==> src/rtl/fir_mc.sv <==
// Multi-channel serial FIR: private circular delay line per channel, one
// shared runtime-programmable coefficient set, one MAC per tap per cycle.
//
// state  | meaning
// S_IDLE | waiting for a sample; coefficient writes accepted
// S_MAC  | accumulating tap tap_q of channel ch_q
module fir_mc #(
    parameter int DATA_WIDTH = 8,
    parameter int COEF_WIDTH = 8,
    parameter int NUM_TAPS   = 8,
    parameter int NUM_CH     = 2,
    parameter int OUT_SHIFT  = 7,
    localparam int TW = $clog2(NUM_TAPS),
    localparam int CW = (NUM_CH > 1) ? $clog2(NUM_CH) : 1
) (
    input  logic                  clk_i,
    input  logic                  reset_i,
    input  logic [DATA_WIDTH-1:0] xin_i,
    input  logic [CW-1:0]         ch_in_i,
    input  logic                  we_i,
    input  logic                  coef_we_i,
    input  logic [TW-1:0]         coef_addr_i,
    input  logic [COEF_WIDTH-1:0] coef_data_i,
    output logic                  running_o,
    output logic                  done_o,
    output logic [DATA_WIDTH-1:0] xout_o,
    output logic [CW-1:0]         xout_ch_o,
    output logic                  sat_o,
    output logic                  err_o
);

    localparam int PW      = DATA_WIDTH + COEF_WIDTH;
    localparam int ACC_W   = PW + TW;
    localparam int RND_INT = (2 ** OUT_SHIFT) / 2;

    typedef enum logic {S_IDLE, S_MAC} state_t;

    state_t                        state_q;
    logic signed [DATA_WIDTH-1:0]  dline_q [NUM_CH][NUM_TAPS];
    logic        [TW-1:0]          wptr_q  [NUM_CH];
    logic signed [COEF_WIDTH-1:0]  coef_q  [NUM_TAPS];
    logic        [CW-1:0]          ch_q;
    logic        [TW-1:0]          tap_q;
    logic        [TW-1:0]          rd_q;
    logic signed [ACC_W-1:0]       acc_q;
    logic                          running_q;
    logic                          done_q;
    logic        [DATA_WIDTH-1:0]  xout_q;
    logic        [CW-1:0]          xout_ch_q;
    logic                          sat_q;
    logic                          err_q;

    logic signed [DATA_WIDTH-1:0]  tap_x;
    logic signed [COEF_WIDTH-1:0]  tap_c;
    logic signed [PW-1:0]          prod;
    logic signed [ACC_W-1:0]       acc_d;
    logic signed [ACC_W:0]         rnd;
    logic signed [ACC_W:0]         shifted;
    logic        [ACC_W-DATA_WIDTH+1:0] hi;
    logic                          sat_d;
    logic        [DATA_WIDTH-1:0]  res_d;
    logic                          ch_ok;
    logic                          addr_ok;

    function automatic logic [TW-1:0] ptr_inc(input logic [TW-1:0] p);
        return (p == TW'(NUM_TAPS - 1)) ? '0 : p + 1'b1;
    endfunction

    function automatic logic [TW-1:0] ptr_dec(input logic [TW-1:0] p);
        return (p == '0) ? TW'(NUM_TAPS - 1) : p - 1'b1;
    endfunction

    assign ch_ok   = ({1'b0, ch_in_i} < (CW + 1)'(NUM_CH));
    assign addr_ok = ({1'b0, coef_addr_i} < (TW + 1)'(NUM_TAPS));

    // rd_q walks backwards from the newest sample, so tap k sees x[n-k]
    always_comb begin
        tap_x   = dline_q[ch_q][rd_q];
        tap_c   = coef_q[tap_q];
        prod    = PW'(tap_x) * PW'(tap_c);
        acc_d   = acc_q + ACC_W'(prod);
        rnd     = (ACC_W + 1)'(acc_d) + (ACC_W + 1)'(RND_INT);
        shifted = rnd >>> OUT_SHIFT;
        hi      = shifted[ACC_W:DATA_WIDTH-1];
        sat_d   = !((&hi) || !(|hi));
        res_d   = shifted[DATA_WIDTH-1:0];
        if (sat_d) begin
            res_d = shifted[ACC_W] ? {1'b1, {(DATA_WIDTH-1){1'b0}}}
                                   : {1'b0, {(DATA_WIDTH-1){1'b1}}};
        end
    end

    always_ff @(posedge clk_i) begin
        if (reset_i) begin
            state_q   <= S_IDLE;
            ch_q      <= '0;
            tap_q     <= '0;
            rd_q      <= '0;
            acc_q     <= '0;
            running_q <= 1'b0;
            done_q    <= 1'b0;
            xout_q    <= '0;
            xout_ch_q <= '0;
            sat_q     <= 1'b0;
            err_q     <= 1'b0;
            for (int c = 0; c < NUM_CH; c++) begin
                wptr_q[c] <= '0;
                for (int t = 0; t < NUM_TAPS; t++) begin
                    dline_q[c][t] <= '0;
                end
            end
            // c[0] = 1.0 in output scaling, i.e. unity passthrough
            for (int t = 0; t < NUM_TAPS; t++) begin
                coef_q[t] <= (t == 0) ? COEF_WIDTH'(2 ** OUT_SHIFT) : '0;
            end
        end else begin
            done_q <= 1'b0;
            case (state_q)
                S_IDLE: begin
                    if (we_i) begin
                        if (ch_ok) begin
                            dline_q[ch_in_i][wptr_q[ch_in_i]] <= xin_i;
                            wptr_q[ch_in_i] <= ptr_inc(wptr_q[ch_in_i]);
                            rd_q      <= wptr_q[ch_in_i];
                            ch_q      <= ch_in_i;
                            acc_q     <= '0;
                            tap_q     <= '0;
                            running_q <= 1'b1;
                            state_q   <= S_MAC;
                        end else begin
                            err_q <= 1'b1;
                        end
                    end
                    if (coef_we_i) begin
                        if (addr_ok) begin
                            coef_q[coef_addr_i] <= coef_data_i;
                        end else begin
                            err_q <= 1'b1;
                        end
                    end
                end
                S_MAC: begin
                    if (we_i || coef_we_i) begin
                        err_q <= 1'b1;
                    end
                    acc_q <= acc_d;
                    tap_q <= tap_q + 1'b1;
                    rd_q  <= ptr_dec(rd_q);
                    if (tap_q == TW'(NUM_TAPS - 1)) begin
                        state_q   <= S_IDLE;
                        running_q <= 1'b0;
                        done_q    <= 1'b1;
                        xout_q    <= res_d;
                        xout_ch_q <= ch_q;
                        sat_q     <= sat_d;
                    end
                end
                default: state_q <= S_IDLE;
            endcase
        end
    end

    assign running_o = running_q;
    assign done_o    = done_q;
    assign xout_o    = xout_q;
    assign xout_ch_o = xout_ch_q;
    assign sat_o     = sat_q;
    assign err_o     = err_q;

endmodule

==> config.mk <==
export PLATFORM = sky130hd
export DESIGN_NAME = fir_mc
export DESIGN_NICKNAME = d
export VERILOG_FILES = /design/src/rtl/fir_mc.sv
export SDC_FILE = /design/constraint.sdc
export NUM_CORES = 1
export LEC_CHECK = 0
export ABC_AREA = 1
export BUFFER_PORTS_ARGS = -buffer_cell sky130_fd_sc_hd__buf_4
export CORE_MARGIN = 1.5
export CORE_UTILIZATION = 55
export DETAILED_ROUTE_END_ITERATION = 16
export HOLD_SLACK_MARGIN = 0.1
export PLACE_DENSITY = 0.72
export SETUP_SLACK_MARGIN = 0.02
export SKIP_LAST_GASP = 1
export SLEW_MARGIN = 20
export SYNTH_ARGS = -nofsm -noshare
export SYNTH_HDL_FRONTEND = slang
export SYNTH_SLANG_ARGS = --single-unit
==> constraint.sdc <==
create_clock -name clk_i -period 10.33 [get_ports clk_i]
set_clock_uncertainty 0.1 [all_clocks]
set_input_delay 3.099 -clock clk_i [delete_from_list [all_inputs] [get_ports clk_i]]
set_output_delay 3.099 -clock clk_i [all_outputs]
set_load 0.01 [all_outputs]
# Word level (Yosys, flattened, before mapping)
# Memory sizes are Yosys's and may differ from the RTL's. A register that Yosys moved wholly into a read port is not among the register bits.
# Cells that the tools add are included.
[op_classes]
n_reduce_logical = 16
n_addsub = 5
multipliers = 1
bitwise = 3
div = 0
eq_ne = 5
shift = 0
magnitude_cmp = 3
mux = 47
[op_table]
columns = ["cell", "count"]
rows = [
  ["$mux 64", 3],
  ["$reduce_or 64->1", 1],
  ["$mux 8", 6],
  ["$pmux 19 s2", 1],
  ["$bmux 8 s3", 1],
  ["$demux 8 s3", 1],
  ["$mux 3", 8],
  ["$mux 1", 22],
  ["$add 19x8->20 const B", 1],
  ["$add 19x16->19", 1],
  ["$mux 19", 1],
  ["$mul 8x8->16", 1],
  ["$pmux 3 s2", 2],
  ["$ge 4x4->1 const B", 2],
  ["$not 3->4", 2],
  ["$reduce_and 2->1", 4],
  ["$reduce_or 8->1", 1],
  ["$add 3x1->3 const B", 2],
  ["$eq 3x3->1 const B", 2],
  ["$reduce_and 6->1", 1],
  ["$reduce_or 6->1", 1],
  ["$lt 4x1->1 const B", 1],
  ["$ne 2x1->1 const B", 2],
  ["$pmux 1 s2", 2],
  ["9 further kinds", 11],
]
[totals]
memories = 3
mem_bits_rw = 198
latch_bits = 0
romBits = 0
ff_bits = 40
elab_cells = 94
[mem_list]
columns = ["name", "words", "word_bits", "rd", "rd_ports_with_merged_regs", "wr", "line_no", "source"]
rows = [
  ["dline_q", 2, 64, 1, 1, 2, "39", "logic signed [DATA_WIDTH-1:0] dline_q [NUM_CH][NUM_TAPS];"],
  ["coef_q", 8, 8, 1, 1, 8, "41", "logic signed [COEF_WIDTH-1:0] coef_q [NUM_TAPS];"],
  ["wptr_q", 2, 3, 1, 0, 2, "40", "logic [TW-1:0] wptr_q [NUM_CH];"],
]

# Longest topological paths before layout
[logic_depth]
depth_word = 11
mapped_depth = 40
mapped_depth_nobuf = 38

# Least setup slack after synthesis
# No wires, ideal clock.
[synth_path]
path_type = "reg-to-reg"
from = "register (tool-made name)"
to = "register xout_q[0], in the netlist xout_o[0]"
arrival_ps = 6826
setup_ps = 122
path_stages_with_launch = 35
n_path_buf = 1
period_less_slack_ps = 7048
path_slack_ps = 3282
path_cell_list = "dfxtp_1 > inv_1 > clkbuf_1 > o21ai_0 > o22ai_1 > inv_1 > o21ai_1 > inv_1 > nor2_1 > inv_1 > fa_1 > inv_1 > fa_1 > fa_1 > fa_1 > inv_1 > fa_1 > inv_1 > ha_1 > nand2_1 > nand2_1 > inv_1 > nand2_2 > xor2_2 > nand2_1 > nor2_4 > nand2_2 > nor2_4 > nand3_1 > nand2_1 > nand2_1 > nor2_2 > a21oi_1 > nor2_4 > a21oi_1"
[synth_lines]
columns = ["item", "line_no", "source"]
rows = [
  ["end signal: assignment", "153", "xout_q <= res_d;"],
  ["end: declaration", "48", "logic [DATA_WIDTH-1:0] xout_q;"],
]

==> impl_metrics.py <==
metrics = {
    "routing": {
        "dr.pass1.iters": 5,
        "vias": 10600,
        "ant_nets": 0,
        "vias_per_cell": 5.551,
        "wl_per_cell_um": 18.06,
        "drt_iter0_markers": 957,
        "drt-total-wl_um": 34500,
        "drc": 0,
    },
    "synth": {
        "synth_compound_area_share_pct": 8.967,
        "ys_types": 37,
        "ys_ff_latch": 242,
        "synth-xor-area-share_pct": 0.9654,
        "syn_nets": 1686,
        "synthCells": 1528,
        "seq_area_frac_synth_pct": 47.45,
        "syn_area_sq_um": 14390,
        "synth_top_family_by_area": "simple AND/OR/NAND/NOR gates",
        "synth_edf_count": 198,
        "async_flop_share_pct": 0,
        "synth_fa_ha_area_share_pct": 16.04,
        "synthFlopType": "edfxtp_1",
        "synth_warnings": 0,
        "avgSynthCellArea_sq_um": 9.415,
        "yosys.area_share.simple_pct": 16.83,
        "synthMuxAreaShare_pct": 2.226,
    },
    "clocking": {
        "clkSlewWorstSetupHoldPaths_ps": 60,
        "htreeDepth": 1,
        "clk_latency_ps": 550,
        "clock-sinks": 242,
        "postCtsSetupRepairBufs": 0,
        "cts_tree": "yes",
        "holdBufCountCts": 0,
        "cts.path.max_buffers": 3,
        "post_cts_resized": 0,
        "cts_buffers": 27,
        "cts-root-buf": "clkbuf_16",
    },
    "setup_path": {
        "crit_family": "adder cells",
        "path_class": "reg -> reg",
        "path_buf_inv": 11,
        "cp_data_arrival_time_ps": 8140,
        "required_ps": 10660,
        "slowest_delay_ps": 680,
        "setup.worst_path.end_class": "register",
        "critical_path.most_common_cell": "inv_1",
        "cpMaxStageDelayCell": "inv_1",
        "start_kind": "register",
        "path_max_fanout": 33,
    },
    "global_routing": {
        "overflow": 0,
        "grt_max_degree": 55,
        "grt_pass1_vias": 10340,
        "track_usage_pct": 26.39,
        "grt_antenna_before_repair": 0,
        "grt_first_pass_wirelength_um": 54490,
    },
    "timing": {
        "finalCriticalPeriod_ps": 7818,
        "hold_ws_ps": 357.0,
        "max_freq_ghz": 0.1279,
        "worst_slew_pin_slew_ps": 985.6,
        "slew_headroom_pct": 34.29,
        "timing.final.hold_violations": 0,
        "tns_ps": 0,
        "finalSetupViolations": 0,
        "rsz0062_at_grt": "false",
        "worst_slack_ps": 2512,
        "slew_viol_final": 0,
        "finalCritPeriodShare_pct": 75.68,
    },
    "layout": {
        "synthToLayoutAreaGrowth_pct": 9.958,
        "drive_gt1_share_pct": 7.810,
        "nNetsFinal": 1712,
        "antenna_cells": 0,
    },
    "floorplan": {
        "fp.dieH_um": 164.7,
        "start_util_pct": 55.68,
        "die_area_sq_um": 27140,
        "ios": 37,
        "std_cell_rows": 59,
        "coreArea_sq_um": 25840,
        "die_w_um": 164.7,
    },
    "placed_design": {
        "dpl.hpwl_um": 25020,
        "io_buffers": 36,
        "gp_congestion": 0.8848,
        "pre_cts_ws_ps": 2241,
    },
    "worst_hold_path": {
        "hp-class": "reg -> reg",
    },
    "outcome": {
        "run_status": "completed",
    },
    "run": {
        "drv_cap": 0,
    },
}
layer usage:
metal | up-vias | GRT usage, % | wire [um]
met5 | - | 0 | 0
li1 | 5061 | - | -
met2 | 392 | 44.52 | 16560
met3 | 93 | 3.265 | 2413
met1 | 5056 | 35.30 | 14310
met4 | 0 | 9.337 | 1220
cells in the final DEF, fill, tap and decap left out, types with 4 or more instances in the layout:
cell | netlist | layout
a21oi_1 | 91 | 91
a32o_1 | 6 | 6
buf_4 | 0 | 44
clkbuf_16 | 0 | 27
clkinv_1 | 9 | 13
clkinv_2 | 0 | 5
clkinvlp_4 | 0 | 4
dfxtp_1 | 44 | 43
edfxtp_1 | 198 | 198
fa_1 | 84 | 84
ha_1 | 50 | 50
inv_1 | 228 | 228
inv_6 | 0 | 4
mux2i_1 | 32 | 32
nand2_1 | 251 | 251
nand2_2 | 11 | 11
nand3_1 | 42 | 42
nand4_1 | 14 | 14
nor2_1 | 239 | 237
nor2_2 | 6 | 7
nor2_4 | 3 | 4
nor3_1 | 9 | 9
o211ai_1 | 32 | 32
o21ai_0 | 83 | 83
o21ai_1 | 4 | 4
o22ai_1 | 11 | 11
or2_2 | 4 | 4
xnor2_1 | 5 | 5
xor2_1 | 9 | 9
final timing paths:
kind,start,endpoint,slack (ps),cells past startpoint
worst max-delay path,register,xout_o[4]$_SDFFE_PP0P_,2510,37
worst min-delay path,err_o$_SDFFE_PP0P_,err_o$_SDFFE_PP0P_,360,2
worst max register to register,register,xout_o[4]$_SDFFE_PP0P_,2510,37
worst min register to register,err_o$_SDFFE_PP0P_,err_o$_SDFFE_PP0P_,360,2
stage by stage:
stage	utilization [%]	cells	cell area (sq um)
2_1_floorplan	-	1528	14390
3_3_place_gp	57.90	1860	14960
3_5_place_dp	57.90	1860	14960
4_1_cts	61.20	1910	15810
5_1_grt	61.23	1910	15820
6_report	61.23	1910	15820
worst register-to-register path: cells and delay by family (launching register included):
kind	cells	cell delay, ps
buffers and inverters	11	1850
adder cells (fa/ha/maj)	6	2870
flip-flops	1	290
AO/OA/AOI/OAI	4	900
AND/OR/NAND/NOR	16	1670
logic make-up after synthesis:
| family | after synthesis |
|---|---|
| xor+xnor | 15 |
| mux | 32 |
| compound gates | 231 |
| simple gates | 587 |
| buf+inv | 287 |
| flops | 242 |
| fa+ha+maj | 134 |
flip-flops by register name, summed over array words and instances (netlist names), named ones only:
name / count
acc_q: 19
ch_q: 1
coef_q: 64
dline_q: 128
done_o: 1
err_o: 1
rd_q: 3
running_o: 1
sat_o: 1
state_q: 1
tap_q: 3
wptr_q: 6
xout_ch_o: 1
xout_o: 8
final cells by class:
cell class	count	area [sq um]
inverters	240	900.9
multi-input cells	999	6487
repair buffers	44	330.3
clock inverters	20	163.9
flip-flops and latches	242	6830
fillers	2176	10020
clock buffers	30	686.9
well taps	335	419.2
cell usage after synthesis, types with 5 or more instances:
| cell type | instances | area share, % |
|---|---|---|
| xor2_1 | 9 | 0.55 |
| ha_1 | 50 | 4.3 |
| inv_1 | 228 | 5.9 |
| nand4_1 | 14 | 0.61 |
| o21ai_0 | 83 | 2.9 |
| nor2_2 | 6 | 0.26 |
| fa_1 | 84 | 12 |
| nand2_1 | 251 | 6.5 |
| nand3_1 | 42 | 1.5 |
| edfxtp_1 | 198 | 41 |
| nor2_1 | 239 | 6.2 |
| xnor2_1 | 5 | 0.30 |
| dfxtp_1 | 44 | 6.1 |
| clkinv_1 | 9 | 0.23 |
| o22ai_1 | 11 | 0.48 |
| o211ai_1 | 32 | 1.7 |
| buf_1 | 6 | 0.16 |
| a32o_1 | 6 | 0.42 |
| nor3_1 | 9 | 0.31 |
| nand2_2 | 11 | 0.48 |
| mux2i_1 | 32 | 2.2 |
| clkbuf_1 | 37 | 0.97 |
| a21oi_1 | 91 | 3.2 |
Power is not shown: default switching activity piles up to over one toggle a cycle in this logic, so the estimate is an artifact.
